File: config.mk
export PLATFORM = sky130hd
export DESIGN_NAME = afe_line_capture_flat
export DESIGN_NICKNAME = d
export VERILOG_FILES = /design/src/rtl/afe_pkg.sv /design/src/rtl/afe_line_capture_if.sv /design/src/rtl/afe_edge_det.sv /design/src/rtl/afe_line_capture.sv /design/src/flat_wrapper.sv
export SDC_FILE = /design/constraint.sdc
export NUM_CORES = 1
export LEC_CHECK = 0
export ABC_CLOCK_PERIOD_IN_PS = 2300
export CAP_MARGIN = 10
export CORE_MARGIN = 2
export CORE_UTILIZATION = 51
export CTS_CLUSTER_DIAMETER = 40
export DETAILED_ROUTE_END_ITERATION = 8
export PLACE_DENSITY = 0.9
export SLEW_MARGIN = 25
export SYNTH_ARGS = -nofsm -noshare
export SYNTH_HDL_FRONTEND = slang
export SYNTH_SLANG_ARGS = --single-unit
File: constraint.sdc
create_clock -name CLK_100M -period 2.3 [get_ports CLK_100M]
set_clock_uncertainty 0.1 [all_clocks]
set_input_delay 0.23 -clock CLK_100M [delete_from_list [all_inputs] [get_ports CLK_100M]]
set_output_delay 0.23 -clock CLK_100M [all_outputs]
set_load 0.1 [all_outputs]
File: src/rtl/afe_pkg.sv
// afe_pkg: shared controller state encoding, default channel count and sticky error bit indices
package afe_pkg;
  typedef enum logic [2:0] {S_IDLE, S_ARMED, S_SETTLE, S_CONV, S_WAIT_STO} state_e;
  localparam int CH_NUM_DEF  = 64;
  localparam int ERR_W       = 3;
  localparam int ERR_OVF_BIT = 0;
  localparam int ERR_CNT_BIT = 1;
  localparam int ERR_TMO_BIT = 2;
endpackage

File: src/rtl/afe_line_capture_if.sv
// afe_line_capture_if: AFE tokens/clock, ADC handshake, pixel stream (PIX_*), LINE_CNT and sticky ERR_* flags; slave = capture block, master = environment
interface afe_line_capture_if;
  logic        AFE_CLK, AFE_STI, AFE_STO;
  logic        ADC_CONV, ADC_VALID;
  logic [15:0] ADC_DATA;
  logic [15:0] PIX_DATA;
  logic [5:0]  PIX_CH;
  logic        PIX_SOL, PIX_EOL, PIX_VALID, PIX_READY;
  logic [15:0] LINE_CNT;
  logic        ERR_OVF, ERR_CNT, ERR_TMO, ERR_CLR;
  modport slave (
    input  AFE_CLK, AFE_STI, AFE_STO, ADC_DATA, ADC_VALID, PIX_READY, ERR_CLR,
    output ADC_CONV, PIX_DATA, PIX_CH, PIX_SOL, PIX_EOL, PIX_VALID, LINE_CNT, ERR_OVF, ERR_CNT, ERR_TMO
  );
  modport master (
    output AFE_CLK, AFE_STI, AFE_STO, ADC_DATA, ADC_VALID, PIX_READY, ERR_CLR,
    input  ADC_CONV, PIX_DATA, PIX_CH, PIX_SOL, PIX_EOL, PIX_VALID, LINE_CNT, ERR_OVF, ERR_CNT, ERR_TMO
  );
endinterface

File: src/rtl/afe_edge_det.sv
// afe_edge_det: rising-edge detector (clk, rst in; d in; rise out = d high while its one-cycle copy is low)
module afe_edge_det (
  input  logic clk,
  input  logic rst,
  input  logic d,
  output logic rise
);
  logic d_q;
  always_ff @(posedge clk) d_q <= rst ? 1'b0 : d;
  assign rise = d & ~d_q;
endmodule

File: src/rtl/afe_line_capture.sv
// afe_line_capture: AFE line readout controller (CLK_100M, CLK_RST; bus = AFE tokens, ADC conversion handshake, pixel stream, line count, sticky errors)
module afe_line_capture
  import afe_pkg::*;
#(
  parameter int CH_NUM    = CH_NUM_DEF,
  parameter int T_SETTLE  = 20,
  parameter int T_ADC_TMO = 60
) (
  input logic               CLK_100M,
  input logic               CLK_RST,
  afe_line_capture_if.slave bus
);
  localparam int CW = $clog2(CH_NUM + 1);
  localparam int TW = 16;
  state_e            state_q, state_d;
  logic [CW-1:0]     ch_q, ch_d;
  logic [TW-1:0]     tmr_q, tmr_d;
  logic              conv_q, conv_d, pv_q, pv_d, sol_q, sol_d, eol_q, eol_d;
  logic [15:0]       data_q, data_d, line_q, line_d;
  logic [5:0]        pch_q, pch_d;
  logic [ERR_W-1:0]  err_q, err_d, err_set;
  logic              clk_rise, sti_rise, sto_rise, tmo;
  afe_edge_det u_clk (.clk(CLK_100M), .rst(CLK_RST), .d(bus.AFE_CLK), .rise(clk_rise));
  afe_edge_det u_sti (.clk(CLK_100M), .rst(CLK_RST), .d(bus.AFE_STI), .rise(sti_rise));
  afe_edge_det u_sto (.clk(CLK_100M), .rst(CLK_RST), .d(bus.AFE_STO), .rise(sto_rise));
  always_comb begin
    state_d = state_q;
    ch_d    = ch_q;
    tmr_d   = tmr_q + TW'(1);
    conv_d  = 1'b0;
    data_d  = data_q;
    pch_d   = pch_q;
    sol_d   = sol_q;
    eol_d   = eol_q;
    pv_d    = pv_q & ~bus.PIX_READY;
    line_d  = line_q;
    err_set = '0;
    tmo     = tmr_q >= TW'(T_ADC_TMO - 1);
    // a restart token outranks everything else, then an end token
    if (sti_rise) begin
      state_d = S_ARMED;
      ch_d    = '0;
      err_set[ERR_CNT_BIT] = state_q != S_IDLE;
    end else if (sto_rise && state_q != S_IDLE) begin
      state_d = S_IDLE;
      if (state_q == S_WAIT_STO) line_d = line_q + 16'd1;
      else err_set[ERR_CNT_BIT] = 1'b1;
    end else begin
      case (state_q)
        S_ARMED:
          if (clk_rise && ch_q < CW'(CH_NUM)) begin
            state_d = S_SETTLE;
            tmr_d   = TW'(1);
          end
        S_SETTLE: begin
          err_set[ERR_CNT_BIT] = clk_rise;
          if (tmr_q >= TW'(T_SETTLE - 1)) begin
            state_d = S_CONV;
            tmr_d   = '0;
            conv_d  = 1'b1;
          end
        end
        S_CONV: begin
          err_set[ERR_CNT_BIT] = clk_rise;
          if (bus.ADC_VALID) begin
            data_d = bus.ADC_DATA;
            pch_d  = 6'(ch_q);
            sol_d  = ch_q == '0;
            eol_d  = ch_q == CW'(CH_NUM - 1);
            pv_d   = 1'b1;
            err_set[ERR_OVF_BIT] = pv_q & ~bus.PIX_READY;
          end else err_set[ERR_TMO_BIT] = tmo;
          // a timed-out channel is skipped but still consumes its index
          if (bus.ADC_VALID || tmo) begin
            ch_d    = ch_q + CW'(1);
            state_d = ch_q == CW'(CH_NUM - 1) ? S_WAIT_STO : S_ARMED;
          end
        end
        S_WAIT_STO: err_set[ERR_CNT_BIT] = clk_rise;
        default: ;
      endcase
    end
    err_d = (err_q & ~{ERR_W{bus.ERR_CLR}}) | err_set;
  end
  always_ff @(posedge CLK_100M) begin
    if (CLK_RST) begin
      state_q <= S_IDLE;
      ch_q    <= '0;
      tmr_q   <= '0;
      conv_q  <= 1'b0;
      data_q  <= '0;
      pch_q   <= '0;
      sol_q   <= 1'b0;
      eol_q   <= 1'b0;
      pv_q    <= 1'b0;
      line_q  <= '0;
      err_q   <= '0;
    end else begin
      state_q <= state_d;
      ch_q    <= ch_d;
      tmr_q   <= tmr_d;
      conv_q  <= conv_d;
      data_q  <= data_d;
      pch_q   <= pch_d;
      sol_q   <= sol_d;
      eol_q   <= eol_d;
      pv_q    <= pv_d;
      line_q  <= line_d;
      err_q   <= err_d;
    end
  end
  assign bus.ADC_CONV  = conv_q;
  assign bus.PIX_DATA  = data_q;
  assign bus.PIX_CH    = pch_q;
  assign bus.PIX_SOL   = sol_q;
  assign bus.PIX_EOL   = eol_q;
  assign bus.PIX_VALID = pv_q;
  assign bus.LINE_CNT  = line_q;
  assign bus.ERR_OVF   = err_q[ERR_OVF_BIT];
  assign bus.ERR_CNT   = err_q[ERR_CNT_BIT];
  assign bus.ERR_TMO   = err_q[ERR_TMO_BIT];
endmodule

File: src/flat_wrapper.sv
// flat-port wrapper written by rule: the top's interface ports become plain ports
module afe_line_capture_flat import afe_pkg::*;
#(
  parameter int CH_NUM    = CH_NUM_DEF,
  parameter int T_SETTLE  = 20,
  parameter int T_ADC_TMO = 60
)
  (CLK_100M, CLK_RST, bus_AFE_CLK, bus_AFE_STI, bus_AFE_STO, bus_ADC_DATA, bus_ADC_VALID, bus_PIX_READY, bus_ERR_CLR, bus_ADC_CONV, bus_PIX_DATA, bus_PIX_CH, bus_PIX_SOL, bus_PIX_EOL, bus_PIX_VALID, bus_LINE_CNT, bus_ERR_OVF, bus_ERR_CNT, bus_ERR_TMO);
  afe_line_capture_if bus_i ();
  input logic CLK_100M;
  input logic CLK_RST;
  input wire logic [$bits(bus_i.AFE_CLK)-1:0] bus_AFE_CLK;
  input wire logic [$bits(bus_i.AFE_STI)-1:0] bus_AFE_STI;
  input wire logic [$bits(bus_i.AFE_STO)-1:0] bus_AFE_STO;
  input wire logic [$bits(bus_i.ADC_DATA)-1:0] bus_ADC_DATA;
  input wire logic [$bits(bus_i.ADC_VALID)-1:0] bus_ADC_VALID;
  input wire logic [$bits(bus_i.PIX_READY)-1:0] bus_PIX_READY;
  input wire logic [$bits(bus_i.ERR_CLR)-1:0] bus_ERR_CLR;
  output wire logic [$bits(bus_i.ADC_CONV)-1:0] bus_ADC_CONV;
  output wire logic [$bits(bus_i.PIX_DATA)-1:0] bus_PIX_DATA;
  output wire logic [$bits(bus_i.PIX_CH)-1:0] bus_PIX_CH;
  output wire logic [$bits(bus_i.PIX_SOL)-1:0] bus_PIX_SOL;
  output wire logic [$bits(bus_i.PIX_EOL)-1:0] bus_PIX_EOL;
  output wire logic [$bits(bus_i.PIX_VALID)-1:0] bus_PIX_VALID;
  output wire logic [$bits(bus_i.LINE_CNT)-1:0] bus_LINE_CNT;
  output wire logic [$bits(bus_i.ERR_OVF)-1:0] bus_ERR_OVF;
  output wire logic [$bits(bus_i.ERR_CNT)-1:0] bus_ERR_CNT;
  output wire logic [$bits(bus_i.ERR_TMO)-1:0] bus_ERR_TMO;
  assign bus_i.AFE_CLK = bus_AFE_CLK;
  assign bus_i.AFE_STI = bus_AFE_STI;
  assign bus_i.AFE_STO = bus_AFE_STO;
  assign bus_i.ADC_DATA = bus_ADC_DATA;
  assign bus_i.ADC_VALID = bus_ADC_VALID;
  assign bus_i.PIX_READY = bus_PIX_READY;
  assign bus_i.ERR_CLR = bus_ERR_CLR;
  assign bus_ADC_CONV = bus_i.ADC_CONV;
  assign bus_PIX_DATA = bus_i.PIX_DATA;
  assign bus_PIX_CH = bus_i.PIX_CH;
  assign bus_PIX_SOL = bus_i.PIX_SOL;
  assign bus_PIX_EOL = bus_i.PIX_EOL;
  assign bus_PIX_VALID = bus_i.PIX_VALID;
  assign bus_LINE_CNT = bus_i.LINE_CNT;
  assign bus_ERR_OVF = bus_i.ERR_OVF;
  assign bus_ERR_CNT = bus_i.ERR_CNT;
  assign bus_ERR_TMO = bus_i.ERR_TMO;
  afe_line_capture #(.CH_NUM(CH_NUM), .T_SETTLE(T_SETTLE), .T_ADC_TMO(T_ADC_TMO)) u_core (.CLK_100M(CLK_100M), .CLK_RST(CLK_RST), .bus(bus_i));
endmodule
==> metrics.md, run 1 <==
| Metric | Value |
|---|---|
| Outcome | `complete, no violations` |
| Overflow after GRT | `0` |
| Sw Pwr | `around 0.57 mW` |
| Die height | `84.6 um` |
| Overall routing resource usage | `20.5%` |
| Area of the core | `6310 um^2` |
| Sequential fraction of the synthesis area | `between 40% and 50%` |
| WHS Path Cells | `2` |
| Post-layout util | `65.2%` |
| Post-synth top flop | `dfxtp_1` |
| Vias in the first global route | `between 2000 and 3000` |
| Final Critical Period | `1.98 ns` |
| Placed Instance Area | `3920 um^2` |
| Lkg Pwr | `1.55 nW` |
| CTS max path bufs | `2` |
| Vias | `approximately 2800` |
| Ys Warns | `0` |
| Placed insts | `512` |
| Crit end category | `register` |
| Netlist cell types | `47` |
| Share of layout cells above drive strength 1 | `19.6%` |
| WP buf/inv | `0` |
| Required time worst endpoint | `between 2 and 2.5 ns` |
| CP Class | `register to register` |
| Final hold violation count | `0` |
| Initial Util | `52.5%` |
| Tcrit/Tclk final | `85.9%` |
| F_max | `506 MHz` |
| Setup_tns | `0 ns` |
| Crit-path max FO | `15` |
| TritonCTS clock tree | `yes` |
| Hold Buf Count CTS | `0` |
| GPL Wtd Cong | `0.883` |
| Largest net degree at the start of global routing | `35` |
| Worst skew pair latency | `0.36 ns` |
| Fraction of registers with async set/reset | `0%` |
| Slew margin rel. | `67.2%` |
| Syn Nets | `406` |
| Post-CTS Resized | `0` |
| Crit. path cell count | `6` |
| WHS | `around 0.16 ns` |
| Post-synth EDFFs | `0` |
| Area grow syn2layout | `24.2%` |
| Max cap viols | `0` |
| VDD IR max | `0.365 mV` |
| Cell count after synthesis | `378` |
| Nets@finish | `474` |
| IO Port Bufs | `68` |
| RSZ-0062 raised after global routing | `no` |
| CTS Sinks | `74` |
| DIE WIDTH | `84.6 um` |
| Logic pwr share | `6.2%` |
| DRC Markers | `0` |
| Reg power frac | `53.2%` |
| Antenna Violating Nets Remaining | `0` |
| Synth Register Bits | `74` |
| Post-route insts no fill | `527` |
| Reg2reg path depth | `6` |
| Root Buffer | `clkbuf_8` |
| TritonCTS Buffers | `9` |
| Die footprint | `7150 um^2` |
| Crit-path leading delay family | `compound AO/OA/AOI/OAI gates` |
| HPWL Detailed | `4930 um` |
| Critical Path AT | `2.16 ns` |
| Power density cells | `597 nW/um^2` |
| Mapped Area | `around 3300 um^2` |
| Internal power | `1.88 mW` |
| Drt via density | `roughly 5.4` |
| Hold WC Path Type | `input pin to register` |
| Mapped Avg Cell Area | `about 8.8 um^2` |
| CTS H-tree lvls | `3` |
| Total wire length | `7060 um` |
| Clock group share of total power | `40.7%` |
| Antenna diode instance count | `0` |
| Clock slew at reported path FFs | `roughly 0.070 ns` |
| Net Sw Frac | `23.4%` |
| Row count | `29` |
| Initial DRC count | `239` |
| Slowest CP cell | `a41o_4` |
| Initial antenna violation count | `0` |
| First-pass GRT wire length | `11800 um` |
| Design area | `4110 um^2` |
| Final slew viol count | `0` |
| Startpoint Class | `register` |
| Post-CTS setup buffers | `0` |
| Slew at the pin with the worst max-slew slack | `0.488 ns` |
| DR pass1 iterations | `5` |
| DR WL/cell | `13.4 um` |
| CP Cell Sequence | `ha_1 -> or3_4 -> a21oi_2 -> a31oi_1 -> a41o_4 -> nor2_1` |
| Largest stage delay on the critical path | `~0.40 ns` |
| Final setup vio count | `0` |
| IO Pins | `69` |
==> cell families after synthesis <==
group,synth area share [%]
compound gates,9.67
xor+xnor,9.52
simple gates,29.8
mux,0.604
fa+ha+maj,1.51
buf+inv,4.19
flops,44.7
==> path summary, 6_finish.rpt <==
path | to | slack, ns | startpoint
setup / recovery | u_core.tmr_q[13]$_SDFF_PP0_ | 0.32 | u_core.tmr_q[0]$_SDFF_PP0_
hold / removal | u_core.bus.LINE_CNT[12]$_SDFFE_PP0P_ | 0.16 | CLK_RST
setup reg to reg | u_core.tmr_q[13]$_SDFF_PP0_ | 0.32 | u_core.tmr_q[0]$_SDFF_PP0_
hold reg to reg | u_core.bus.PIX_DATA[2]$_SDFFE_PP0P_ | 0.36 | u_core.bus.PIX_DATA[2]$_SDFFE_PP0P_
==> cell usage after synthesis, drive strengths merged, types with 3 or more instances <==
cell type	count	area [um^2]
o21ai	5	25.0
buf	12	86.3
ha	4	50.1
o2111ai	3	26.3
clkbuf	7	26.3
nor2b	7	43.8
o211ai	3	22.5
and4	3	26.3
and2	3	18.8
nand4	11	68.8
nand2b	10	62.6
xnor2	11	96.3
inv	7	26.3
a21oi	31	159
nor2	53	269
and3	6	37.5
nor3b	3	22.5
nor4	5	61.3
nand2	59	221
xor2	25	219
nand3	13	65.1
dfxtp	74	1480
nor3	3	15.0
==> per-stage QoR <==
stage / total power [mW] / worst slack (ns)
floorplan: 1.43 / 0.00709
global placement: 1.48 / 0.212
finish: 2.46 / 0.324
CTS: 2.46 / 0.319
detailed placement: 1.48 / 0.121
global route: 2.54 / 0.196
==> area by class of cell <==
class	count	area [um^2]
fillers	529	2200
multi-input cells	278	1690
flip-flops and latches	74	1480
repair buffers	76	623
clock buffers	10	138
well taps	77	96.3
clock inverters	5	55.1
inverters	7	26.3
==> routing by layer <==
metal  vias up  GRT usage, %  routed length, um
li1       1414             -                  -
met1      1344          23.2               2980
met2        57          35.1               3600
met3        16          5.21                297
met4         0          11.1                180
met5         -             0                  0
==> cells in the final DEF, fill, tap and decap left out, drive strengths merged, types with 6 or more instances in the layout <==
cell,count
buf,54
dfxtp,74
a21oi,31
xnor2,11
nor2,53
nand3,13
inv,7
xor2,25
nor2b,7
nand2,59
and3,6
nand2b,10
clkbuf,10
clkdlybuf4s50,22
nand4,11
==> power groups by stage <==
| stage | Sequential, mW | Combinational, mW | Clock [mW] |
|---|---|---|---|
| 3_5_place_dp | 1.33 | 0.150 | 0 |
| 5_1_grt | 1.31 | 0.163 | 1.07 |
| 6_report | 1.30 | 0.151 | 0.999 |
| 3_3_place_gp | 1.33 | 0.146 | 0 |
| 4_1_cts | 1.30 | 0.151 | 1.01 |
| 2_1_floorplan | 1.34 | 0.0934 | 0 |
==> flip-flops by register name (all words and copies together), names as in the netlist <==
name,count
u_core.bus.PIX_EOL,1
u_core.bus.PIX_DATA,16
u_core.bus.LINE_CNT,16
u_core.state_q,3
u_core.u_clk.d_q,1
u_core.bus.PIX_VALID,1
u_core.tmr_q,16
u_core.err_q,3
u_core.bus.ADC_CONV,1
u_core.u_sto.d_q,1
u_core.u_sti.d_q,1
u_core.bus.PIX_SOL,1
u_core.bus.PIX_CH,6
u_core.ch_q,7
(Power assumes the default switching activity.)
==> inputs of run 2 (changes only) <==
Settings changed: CORE_UTILIZATION 51 to 44, PLACE_DENSITY 0.9 to 0.8.
==> run 2 against run 1 <==
Sequential share of layout area is 0.22 points lower. Clock power is 1% lower. Global-route usage is 3.0 points lower. Die area is 15% higher. Hold slack better by 0.071 ns. Utilization is 8.1 points lower. Critical path depth stayed put. Via count is 2.5% lower. First-iteration DRC count is 27% lower. Cell count is 3.8% higher. Combinational power hardly changed.
==> metrics.md, run 2 (same netlist as run 1, synthesis figures left out) <==
| Metric | Value |
|---|---|
| Outcome | `complete, no violations` |
| DIE WIDTH | `90.8 um (+7.3%)` |
| DR pass1 iterations | `4 (-1)` |
| Vias in the first global route | `2644 (-2.0%)` |
| CTS max path bufs | `2 (unchanged)` |
| Post-layout util | `57.1% (-8.1 points)` |
| Net Sw Frac | `22.9% (-0.52 points)` |
| Required time worst endpoint | `2.47 ns (about the same)` |
| TritonCTS clock tree | `yes` |
| Design area | `4140 um^2 (+0.61%)` |
| Area grow syn2layout | `25.0%` |
| Tcrit/Tclk final | `88.2% (+2.3 points)` |
| Initial Util | `45.7% (-6.8 points)` |
| Slew at the pin with the worst max-slew slack | `0.476 ns (-0.0120 ns)` |
| Final hold violation count | `0 (unchanged)` |
| Row count | `31 (+6.9%)` |
| Hold EP | `u_core.bus.PIX_DATA[1]$_SDFFE_PP0P_` |
| HPWL Detailed | `4950 um (+0.48%)` |
| Hold Buf Count CTS | `0 (unchanged)` |
| Initial antenna violation count | `0 (unchanged)` |
| Worst skew pair latency | `0.34 ns (-0.02 ns)` |
| Setup_tns | `0 ns (unchanged)` |
| DRC Markers | `0 (unchanged)` |
| Clock slew at reported path FFs | `0.07 ns (about the same)` |
| Reg2reg start | `u_core.state_q[0]$_SDFFE_PP0P_` |
| Final slew viol count | `0 (unchanged)` |
| CTS Sinks | `74 (unchanged)` |
| Lkg Pwr | `1.54 nW (-0.50%)` |
| Total wire length | `6900 um (-2.2%)` |
| Logic pwr share | `6.1% (about the same)` |
| F_max | `493 MHz (-2.6%)` |
| Final setup vio count | `0 (unchanged)` |
| Nets@finish | `472 (-0.42%)` |
| RSZ-0062 raised after global routing | `no` |
| Reg2reg path depth | `6 (unchanged)` |
| CTS H-tree lvls | `3 (unchanged)` |
| Area of the core | `7250 um^2 (+15%)` |
| Crit end category | `register` |
| CP Class | `register to register` |
| Post-CTS setup buffers | `0 (unchanged)` |
| Placed Instance Area | `3950 um^2 (+0.64%)` |
| Largest net degree at the start of global routing | `31 (-11%)` |
| Die height | `90.8 um (+7.3%)` |
| Pwr Total | `2.44 mW (-0.73%)` |
| Sw Pwr | `0.557 mW (-2.9%)` |
| Post-CTS Resized | `0 (unchanged)` |
| WHS | `0.235 ns (+0.0712 ns)` |
| Initial DRC count | `175 (-27%)` |
| Antenna diode instance count | `0 (unchanged)` |
| Drt via density | `5.05 (-6.1%)` |
| Antenna Violating Nets Remaining | `0 (unchanged)` |
| Most common library cell in the layout ignoring fill and taps | `dfxtp_1` |
| Vias | `2760 (-2.5%)` |
| TritonCTS Buffers | `9 (unchanged)` |
| Most frequent cells in the layout | `72 x dfxtp_1, 59 x nand2_1, 50 x buf_4` |
| Hold path startpoint | `CLK_RST` |
| Share of layout cells above drive strength 1 | `19.2% (-0.36 points)` |
| Final Critical Period | `2.03 ns (+0.0522 ns)` |
| Reg power frac | `53.5% (+0.3 points)` |
| Hold WC Path Type | `input pin to register` |
| Clock group share of total power | `40.4% (-0.3 points)` |
| VDD IR max | `0.234 mV (-36%)` |
| Worst r2r dst | `u_core.bus.PIX_DATA[10]$_SDFFE_PP0P_` |
| Internal power | `1.88 mW (about the same)` |
| Filler instances | `650 (+23%)` |
| Power density cells | `589 nW/um^2 (-1.3%)` |
| Overflow after GRT | `0 (unchanged)` |
| GPL Wtd Cong | `0.788 (-11%)` |
| Crit-path max FO | `18 (+3)` |
| DR WL/cell | `12.6 um (-5.8%)` |
| Overall routing resource usage | `17.4% (-3.0 points)` |
| IO Pins | `69 (unchanged)` |
| R2r setup slk | `0.27 ns (-0.05 ns)` |
| Die footprint | `8240 um^2 (+15%)` |
| Root Buffer | `clkbuf_8` |
| IO Port Bufs | `68 (unchanged)` |
| Startpoint Class | `register` |
| WHS Path Cells | `2 (unchanged)` |
| Max cap viols | `0 (unchanged)` |
| Slew margin rel. | `68.0% (+0.81 points)` |
| Critical Path AT | `2.20 ns (+0.04 ns)` |
| First-pass GRT wire length | `11800 um (+0.12%)` |
-- run 2: cell count changes in the layout (fill, tap and decap cells not counted) --
cell	before	now
buf_12	0	1
buf_4	53	50
-- run 2: area by class of cell --
class	count	area, um^2	area share, %
Sequential cell	74	1480	35.9
Multi-Input combinational cell	278	1690	40.9
Timing Repair Buffer	74	621	15.0
Clock inverter	5	55.1	1.33
Inverter	7	26.3	0.635
Tap cell	99	124	2.99
Clock buffer	10	138	3.33
-- run 2: how the worst max path moves through the flow --
stage | startpoint | slack, ns | endpoint
CTS | u_core.state_q[0]$_SDFFE_PP0P_ | 0.27 | u_core.bus.PIX_DATA[10]$_SDFFE_PP0P_
floorplan | u_core.bus.LINE_CNT[5]$_SDFFE_PP0P_ | 0.007 | u_core.bus.LINE_CNT[12]$_SDFFE_PP0P_
global route | u_core.state_q[0]$_SDFFE_PP0P_ | 0.04 | u_core.bus.PIX_EOL$_SDFFE_PP0P_
global placement | bus_AFE_CLK | 0.12 | u_core.tmr_q[13]$_SDFF_PP0_
detailed placement | bus_AFE_CLK | 0.06 | u_core.tmr_q[12]$_SDFF_PP0_
finish | u_core.state_q[0]$_SDFFE_PP0P_ | 0.27 | u_core.bus.PIX_DATA[10]$_SDFFE_PP0P_
-- run 2: power groups by stage --
stage               Sequential, mW  Combinational (mW)  Clock (mW)
finish                        1.30               0.148       0.985
global route                  1.31               0.160        1.08
global placement              1.33               0.146           0
floorplan                     1.34              0.0934           0
CTS                           1.30               0.149        1.01
detailed placement            1.33               0.148           0
-- run 2: layer usage --
metal  part of all wire, %  GRT usage, %
met2                    49          29.8
met3                   5.0          5.93
met4                  0.94          5.77
met1                    45          20.4
met5                     0             0
-- run 2: critical path, stage by stage, from the launching register on --
cell	delay [ns]
dfxtp_1	0.57
nand3b_1	0.24
nor3_1	0.27
and2_1	0.37
buf_12	0.19
nand2_1	0.07
a21oi_1	0.13
-- run 2: stage by stage --
step / cells / setup slack (ns)
after CTS: 547 / 0.271
after global placement: 532 / 0.123
after floorplan: 378 / 0.00709
after global routing: 547 / 0.0440
final: 547 / 0.272
after detailed placement: 532 / 0.0624
==> inputs of run 3 (changes only) <==
Settings changed: GPL_TIMING_DRIVEN from default to 0, SLEW_MARGIN 25 to 40.
==> run 3 against run 2 <==
Global-route usage increased by 0.84 points. Hold slack improved by 0.032 ns. Sequential power about the same. Combinational power increased by 11%. Register-to-register slack got worse by 0.08 ns. Clock power increased by 13%. Critical path depth unchanged. Highest routed layer unchanged.
==> metrics.md, run 3 (same netlist as run 1, synthesis figures left out) <==
| Metric | Value |
|---|---|
| Antenna diode instance count | `0 (unchanged)` |
| Area grow syn2layout | `23.8%` |
| WHS | `0.267 ns (+0.0315 ns)` |
| Lkg Pwr | `1.58 nW (+2.7%)` |
| Final hold violation count | `0 (unchanged)` |
| First-pass GRT wire length | `12200 um (+3.1%)` |
| DIE WIDTH | `90.8 um (unchanged)` |
| Crit-path leading delay family | `compound AO/OA/AOI/OAI gates` |
| IO Pins | `69 (unchanged)` |
| CTS Sinks | `74 (unchanged)` |
| Slew margin rel. | `55.2% (-13 points)` |
| Startpoint Class | `register` |
| Most frequent cells in the layout | `72 x dfxtp_1, 59 x nand2_1, 50 x buf_2` |
| F_max | `474 MHz (-3.8%)` |
| Clock slew at reported path FFs | `0.08 ns (about the same)` |
| Worst skew pair latency | `0.35 ns (about the same)` |
| CTS max path bufs | `2 (unchanged)` |
| Root Buffer | `clkbuf_8` |
| GPL Wtd Cong | `0.908 (+15%)` |
| Nets@finish | `484 (+2.5%)` |
| Outcome | `complete, no violations` |
| Placed Instance Area | `3880 um^2 (-1.6%)` |
| Most common library cell in the layout ignoring fill and taps | `dfxtp_1` |
| Final Critical Period | `2.11 ns (+0.0800 ns)` |
| DR pass1 iterations | `4 (unchanged)` |
| Slowest CP cell | `nand4_1` |
| Post-CTS Resized | `0 (unchanged)` |
| Final setup vio count | `0 (unchanged)` |
| Share of layout cells above drive strength 1 | `19.3% (+0.15 points)` |
| Largest net degree at the start of global routing | `14 (-55%)` |
| Row count | `31 (unchanged)` |
| Critical Path AT | `2.23 ns (+0.03 ns)` |
| Power density cells | `627 nW/um^2 (+6.5%)` |
| RSZ-0062 raised after global routing | `no` |
| Overall routing resource usage | `18.3% (+0.84 points)` |
| Vias | `2880 (+4.3%)` |
| Hold WC Path Type | `input pin to register` |
| CP Cell Sequence | `ha_1 -> o2111ai_1 -> nand4_1 -> o21ai_1 -> mux2i_1 -> nor2_1` |
| Die footprint | `8240 um^2 (unchanged)` |
| CTS H-tree lvls | `3 (unchanged)` |
| VDD IR max | `0.380 mV (+62%)` |
| Antenna Violating Nets Remaining | `0 (unchanged)` |
| Tcrit/Tclk final | `91.6% (+3.5 points)` |
| Largest stage delay on the critical path | `0.38 ns (-0.19 ns)` |
| Post-CTS setup buffers | `0 (unchanged)` |
| IO Port Bufs | `67 (-1.5%)` |
| Initial Util | `45.7% (unchanged)` |
| Initial DRC count | `114 (-35%)` |
| Filler instances | `667 (+2.6%)` |
| Crit end category | `register` |
| Overflow after GRT | `0 (unchanged)` |
| WP buf/inv | `0 (-1)` |
| Total wire length | `7230 um (+4.8%)` |
| Hold Buf Count CTS | `0 (unchanged)` |
| Max cap viols | `0 (unchanged)` |
| Area of the core | `7250 um^2 (unchanged)` |
| Crit-path max FO | `10 (-8)` |
| Final slew viol count | `0 (unchanged)` |
| DR WL/cell | `12.9 um (+2.5%)` |
| Initial antenna violation count | `0 (unchanged)` |
| Slew at the pin with the worst max-slew slack | `0.671 ns (+0.195 ns)` |
| Drt via density | `5.15 (+2.1%)` |
| CP Class | `register to register` |
| Required time worst endpoint | `2.43 ns (-0.04 ns)` |
| TritonCTS Buffers | `9 (unchanged)` |
| Die height | `90.8 um (unchanged)` |
| Vias in the first global route | `2684 (+1.5%)` |
| TritonCTS clock tree | `yes` |
| Design area | `4100 um^2 (-0.97%)` |
| DRC Markers | `0 (unchanged)` |
| HPWL Detailed | `5210 um (+5.3%)` |
## run 3: report_power, final
group          switching, mW  leakage, nW  internal [mW]
Clock                  0.501       0.0979          0.608
Sequential           0.00728        0.599           1.29
Combinational         0.0909        0.887         0.0728
Total                  0.599         1.58           1.97
## run 3: final timing paths
kind / startpoint / end / slack [ns] / cells past startpoint
worst max-delay path: u_core.tmr_q[0]$_SDFF_PP0_ / u_core.ch_q[1]$_SDFFE_PP0P_ / 0.19 / 6
worst min-delay path: CLK_RST / u_core.state_q[0]$_SDFFE_PP0P_ / 0.27 / 3
worst max register to register: u_core.tmr_q[0]$_SDFF_PP0_ / u_core.ch_q[1]$_SDFFE_PP0P_ / 0.19 / 6
worst min register to register: u_core.bus.PIX_CH[0]$_SDFFE_PP0P_ / u_core.bus.PIX_CH[0]$_SDFFE_PP0P_ / 0.35 / 2
## run 3: final cells by class
cell class | instances | area [um^2] | area share, %
Buffer | 19 | 113 | 2.75
Clock buffer | 9 | 124 | 3.02
Clock inverter | 6 | 91.3 | 2.23
Inverter | 7 | 26.3 | 0.641
Multi-Input combinational cell | 278 | 1690 | 41.3
Sequential cell | 74 | 1480 | 36.2
Tap cell | 99 | 124 | 3.02
Timing Repair Buffer | 67 | 445 | 10.9
## run 3: per-layer routing
metal / global-route usage [%] / wire (um) / up-vias
li1: - / - / 1431
met1: 21.6 / 3210 / 1376
met2: 30.8 / 3580 / 65
met3: 5.18 / 357 / 8
met4: 7.82 / 91 / 0
met5: 0 / 0 / -
## run 3: per-stage QoR
stage | setup slack, ns | utilization [%] | setup TNS [ns] | instances | power (mW)
6_report | 0.192 | 56.5 | 0 | 559 | 2.57
5_1_grt | 0.0254 | 56.5 | 0 | 559 | 2.67
4_1_cts | 0.223 | 56.5 | 0 | 559 | 2.59
3_5_place_dp | -0.103 | 53.5 | -1.82 | 544 | 1.49
3_3_place_gp | -0.0560 | 56.7 | -1.46 | 544 | 1.49
2_1_floorplan | 0.00709 | - | 0 | 378 | 1.43
## run 3: worst register-to-register path, cell delays in order, from the launching register on
cell and delay, ns:
dfxtp_1 0.34, ha_1 0.29, o2111ai_1 0.23, nand4_1 0.38, o21ai_1 0.37, mux2i_1 0.22
nor2_1 0.05
==> RTL edit 1, RTL diff (config.mk and constraints of run 1) <==
Encoding of `state_e`: now one-hot (5 bits for 5 states).
--- a/src/rtl/afe_pkg.sv
+++ b/src/rtl/afe_pkg.sv
@@ -2,3 +2,3 @@
 package afe_pkg;
-  typedef enum logic [2:0] {S_IDLE, S_ARMED, S_SETTLE, S_CONV, S_WAIT_STO} state_e;
+  typedef enum logic [4:0] {S_IDLE = 5'b00001, S_ARMED = 5'b00010, S_SETTLE = 5'b00100, S_CONV = 5'b01000, S_WAIT_STO = 5'b10000} state_e;
   localparam int CH_NUM_DEF  = 64;
Formal check against the unedited RTL: same outputs for any inputs over 10 cycles, from zero or initial values and one cycle with CLK_RST high; not proved beyond that.
==> RTL edit 1 against run 1 <==
- synthesized area is 4.2% higher
- first-iteration DRC count up 2.1%
- sequential cell count is 2 higher
- cell area is 4.5% higher
- global-route usage grew 1.1 points
- final cell count rose by 0.57%
- worst setup slack worse by 0.18 ns
- total power is 0.27% higher
- routed wire length increased by 12%
- count of clock-buffer cells in the layout fell by 1
- critical path type unchanged
- critical endpoint is now u_core.ch_q[5]$_SDFFE_PP0P_
==> RTL edit 1: results (changes against run 1) <==
outcome complete, no violations; Synth area leaders dfxtp_1 44%, nor2_1 8.5%, mux2i_1 7.5%, xor2_1 5.1%, nand4_1 3.4%; Max Fanout on Critical Path 8 (-7); first-pass GRT wire length 12.9 mm (+9.1%); Internal 1.81 mW (-3.6%); htree depth 3 (unchanged); slowest CP cell or4_1; Worst Max-Slew Pin Slew 0.562 ns (+0.0739 ns); post-synthesis async set-or-reset flop share 0 (unchanged); clock transition at the registers of the reported paths 0.09 ns (+0.02 ns); Clock Latency Late Sink 0.36 ns (about the same); Detailed Place HPWL 5.56 mm (+13%); library cells used by synthesis 54 (+15%); layout cells sized above 1 0.201 (+0.00533); initial antenna violation count 0 (unchanged); DRT iter0 DRCs 244 (+2.1%); Root Driver clkbuf_8; clk buf depth 2 (unchanged); Static Leak 1.65 nW (+6.3%); vias in the first global route 2792 (+3.5%); Final nets 476 (+0.42%); # port buffers 68 (unchanged); dpl ws 0.133 ns (+0.0118 ns); post-cts hold buffer count 0 (unchanged); Post-Syn Nets 405 (-0.25%); GP Congestion 0.875 (-0.96%); wire length per cell 15.0 um (+12%); most instantiated cells after synthesis 78 x nor2_1, 76 x dfxtp_1, 26 x mux2i_1; number of setup buffers added after CTS 0 (unchanged); TritonCTS Buffers 9 (unchanged); register area share after synthesis 0.441 (-0.00640); gr usage total 0.216 (+0.0112); vias per cell 5.67 (+5.5%); post_cts resized 0 (unchanged); Hold Crit Class in2reg; pin count of the biggest net entering global routing 39 (+11%); delay of the slowest critical-path stage 0.53 ns (+0.13 ns); Pre-Repair DR Iteration Count 4 (-1); # DRC 0 (unchanged); Warnings, synthesis 0 (unchanged); Max VDD drop 0.000374 V (+2.6%); ant diodes 0 (unchanged)
==> RTL edit 1: cell count changes in the layout (fill, tap and decap cells not counted), sizes merged, moves of 8 or more <==
cell / before / now
nand2: 59 / 13
a21oi: 31 / 7
inv: 7 / 16
mux2i: 2 / 26
nor2: 53 / 78
nand4: 11 / 19
==> RTL edit 1: path summary, 6_finish.rpt <==
path / cells past startpoint / slack [ns] / start / to
max: 7 / 0.14 / u_core.tmr_q[0]$_SDFF_PP0_ / u_core.ch_q[5]$_SDFFE_PP0P_
min reg2reg: 2 / 0.41 / u_core.bus.PIX_CH[1]$_SDFFE_PP0P_ / u_core.bus.PIX_CH[1]$_SDFFE_PP0P_
min: 2 / 0.14 / CLK_RST / u_core.err_q[1]$_SDFF_PP0_
max reg2reg: 7 / 0.14 / u_core.tmr_q[0]$_SDFF_PP0_ / u_core.ch_q[5]$_SDFFE_PP0P_
==> RTL edit 1: critical path: cells and delay by family (launching register included) <==
family                   cells  cell delay (ns)
AND/OR/NAND/NOR              2             0.71
AO/OA/AOI/OAI                3             0.46
flip-flops                   1             0.41
adder cells (fa/ha/maj)      1             0.26
buffers and inverters        1             0.15
==> RTL edit 1: metal layers <==
metal  global-route usage  wire, um  share of wire
met3               0.0448       366          0.046
met5                    0         0              0
met4               0.0938       148          0.019
met2                0.366      4010           0.51
met1                0.266      3400           0.43
==> RTL edit 1: layout make-up <==
| type | instances | area, um^2 |
|---|---|---|
| clock buffer | 9 | 124 |
| clock inverter | 7 | 57.6 |
| fill | 496 | 2160 |
| inverter | 12 | 45.0 |
| multi-input combinational | 271 | 1780 |
| sequential | 76 | 1530 |
| tap | 77 | 96.3 |
| timing repair buffer | 78 | 663 |
==> RTL edit 1: power by group through the flow <==
stage / Sequential (mW) / Clock, mW / Combinational, mW
3_5_place_dp: 1.38 / 0 / 0.156
2_1_floorplan: 1.38 / 0 / 0.0857
6_report: 1.35 / 0.959 / 0.158
3_3_place_gp: 1.38 / 0 / 0.152
5_1_grt: 1.35 / 1.03 / 0.170
4_1_cts: 1.35 / 0.968 / 0.158
==> RTL edit 1: metrics by stage <==
stage                     hold WS (ns)  cell area [um^2]   util  std cells
final                            0.139              4300  0.665        530
after global routing             0.153              4300  0.665        530
after CTS                        0.130              4300  0.665        530
after detailed placement         0.384              4120  0.637        514
after global placement           0.363              4120  0.637        514
after floorplan                  0.258              3460      -        377
==> RTL edit 1: logic make-up after synthesis <==
family	count (synthesis)	share of synthesized area
XOR/XNOR	33	0.0838
multiplexers	27	0.0787
AND/OR/NAND/NOR	174	0.267
AO/OA/AOI/OAI	33	0.0696
buffers and inverters	30	0.0453
adder cells (fa/ha/maj)	4	0.0145
flip-flops	76	0.441
==> RTL edit 2, RTL diff (flow settings as in run 1) <==
Made on the original files. The package constant `CH_NUM_DEF` goes from 64 to 128.
--- a/src/rtl/afe_pkg.sv
+++ b/src/rtl/afe_pkg.sv
@@ -3,3 +3,3 @@
   typedef enum logic [2:0] {S_IDLE, S_ARMED, S_SETTLE, S_CONV, S_WAIT_STO} state_e;
-  localparam int CH_NUM_DEF  = 64;
+  localparam int CH_NUM_DEF  = 128;
   localparam int ERR_W       = 3;
Formal check against the unedited RTL: no difference found for any inputs over 10 cycles, from zero or initial values and one cycle with CLK_RST high; that may be too few to reach the edited logic, so the function may still have changed.
==> RTL edit 2 against run 1 <==
- via count is 2.2% higher
- largest power group unchanged
- total power is 2.3% higher
- cell area is 2.9% higher
- final cell count is 2.7% higher
- critical path depth is 1 lower
- worst setup slack worse by 0.038 ns
- combinational power is 13% higher
- die area is 2.5% higher
- routed wire length is 4.4% higher
- sequential cell count is 1 higher
- synthesized area is 2.6% higher
==> RTL edit 2: results (changes against run 1) <==
outcome complete, no violations; delay of the slowest critical-path stage 0.56 ns (+0.16 ns); WHS 0.313 ns (+0.149 ns); grt met1 use 0.253 (+0.0214); DRT iter0 DRCs 158 (-34%); vias in the first global route 2762 (+2.4%); dpl ws 0.179 ns (+0.0576 ns); placed cell areas 4030 um^2 (+2.9%); post-synthesis adder-cell area fraction 0.0147 (-0.000389); Met2 Wirelength 3.66 mm (+1.7%); count of non-filler cells in the finished layout 541 (+2.7%); placed insts 525 (+2.5%); Max VDD drop 0.000559 V (+53%); Avg Cell Area, Syn 8.72 um^2 (-0.51%); Static Leak 1.55 nW (about the same); Post-Syn Nets 418 (+3.0%); met1 WL 3.20 mm (+7.4%); gr usage total 0.210 (+0.00594); Pre-Repair DR Iteration Count 4 (-1); wire length per cell 13.6 um (+1.7%); fin util 0.663 (+0.0116); total number of vias 2893 (+2.2%); register area share after synthesis 0.442 (-0.00564); Max Fanout on Critical Path 12 (-3); final setup margin 0.286 ns (-0.0382 ns); Final nets 487 (+2.7%); Compound-Gate Fraction of Synth Area 0.113 (+0.0166); met3 routed WL 386 um (+30%); Synth area leaders dfxtp_1 44%, nand2_1 7.0%, xor2_1 4.9%, a21oi_1 4.7%, nor2_1 4.1%; M2 GR Usage 0.355 (+0.00436); GP Congestion 0.917 (+3.8%); mux cell area share after synthesis 0.00589 (-0.000156); relative slew slack 0.672 (about the same); family with the most delay on the worst path simple AND/OR/NAND/NOR gates; slowest CP cell dfxtp_1; most instantiated cells after synthesis 75 x dfxtp_1, 63 x nand2_1, 37 x nor2_1; reg2reg start u_core.state_q[2]$_SDFFE_PP0P_; flop2flop setup slack 0.29 ns (-0.04 ns); Detailed Place HPWL 5.34 mm (+8.4%); fill count 513 (-3.0%); layout cells sized above 1 0.209 (+0.0135); met3 Use GR 0.0626 (+0.0104); first-pass GRT wire length 12.3 mm (+4.1%)
-- RTL edit 2: cell count changes after synthesis, moves of 4 or more --
| cell | change |
|---|---|
| nor2_1 | -6 |
| nor3_1 | +6 |
| nor2_2 | +10 |
| or3_1 | +5 |
| o21ai_0 | +4 |
| nand2_1 | +4 |
| xor2_1 | -6 |
| nor2_4 | -7 |
-- RTL edit 2: kinds of logic after synthesis --
| group | Yosys count |
|---|---|
| AO/OA/AOI/OAI | 59 |
| multiplexers | 2 |
| buffers and inverters | 25 |
| AND/OR/NAND/NOR | 192 |
| XOR/XNOR | 33 |
| adder cells (fa/ha/maj) | 4 |
| flip-flops | 75 |
-- RTL edit 2: worst reg2reg max path: stages, from the launching register on --
cell and delay, ns:
dfxtp_1 0.56, nor3b_2 0.37, nand4_1 0.32, nor3_1 0.32, xnor2_1 0.15, nor2_1 0.06
-- RTL edit 2: power by group --
part,internal (mW),switching [mW]
registers,1.31,0.0138
clock network,0.508,0.509
logic,0.0775,0.0933
-- RTL edit 2: path summary, 6_finish.rpt --
| path | cells after the start | end |
|---|---|---|
| setup / recovery | 5 | u_core.bus.LINE_CNT[7]$_SDFFE_PP0P_ |
| hold / removal | 3 | u_core.bus.PIX_DATA[13]$_SDFFE_PP0P_ |
| setup reg to reg | 5 | u_core.bus.LINE_CNT[7]$_SDFFE_PP0P_ |
| hold reg to reg | 2 | u_core.bus.PIX_DATA[15]$_SDFFE_PP0P_ |
-- RTL edit 2: layout make-up --
class / count / area share
sequential: 75 / 0.355
multi-input combinational: 290 / 0.419
clock inverter: 7 / 0.0183
inverter: 9 / 0.00798
tap: 77 / 0.0227
clock buffer: 9 / 0.0292
timing repair buffer: 74 / 0.148
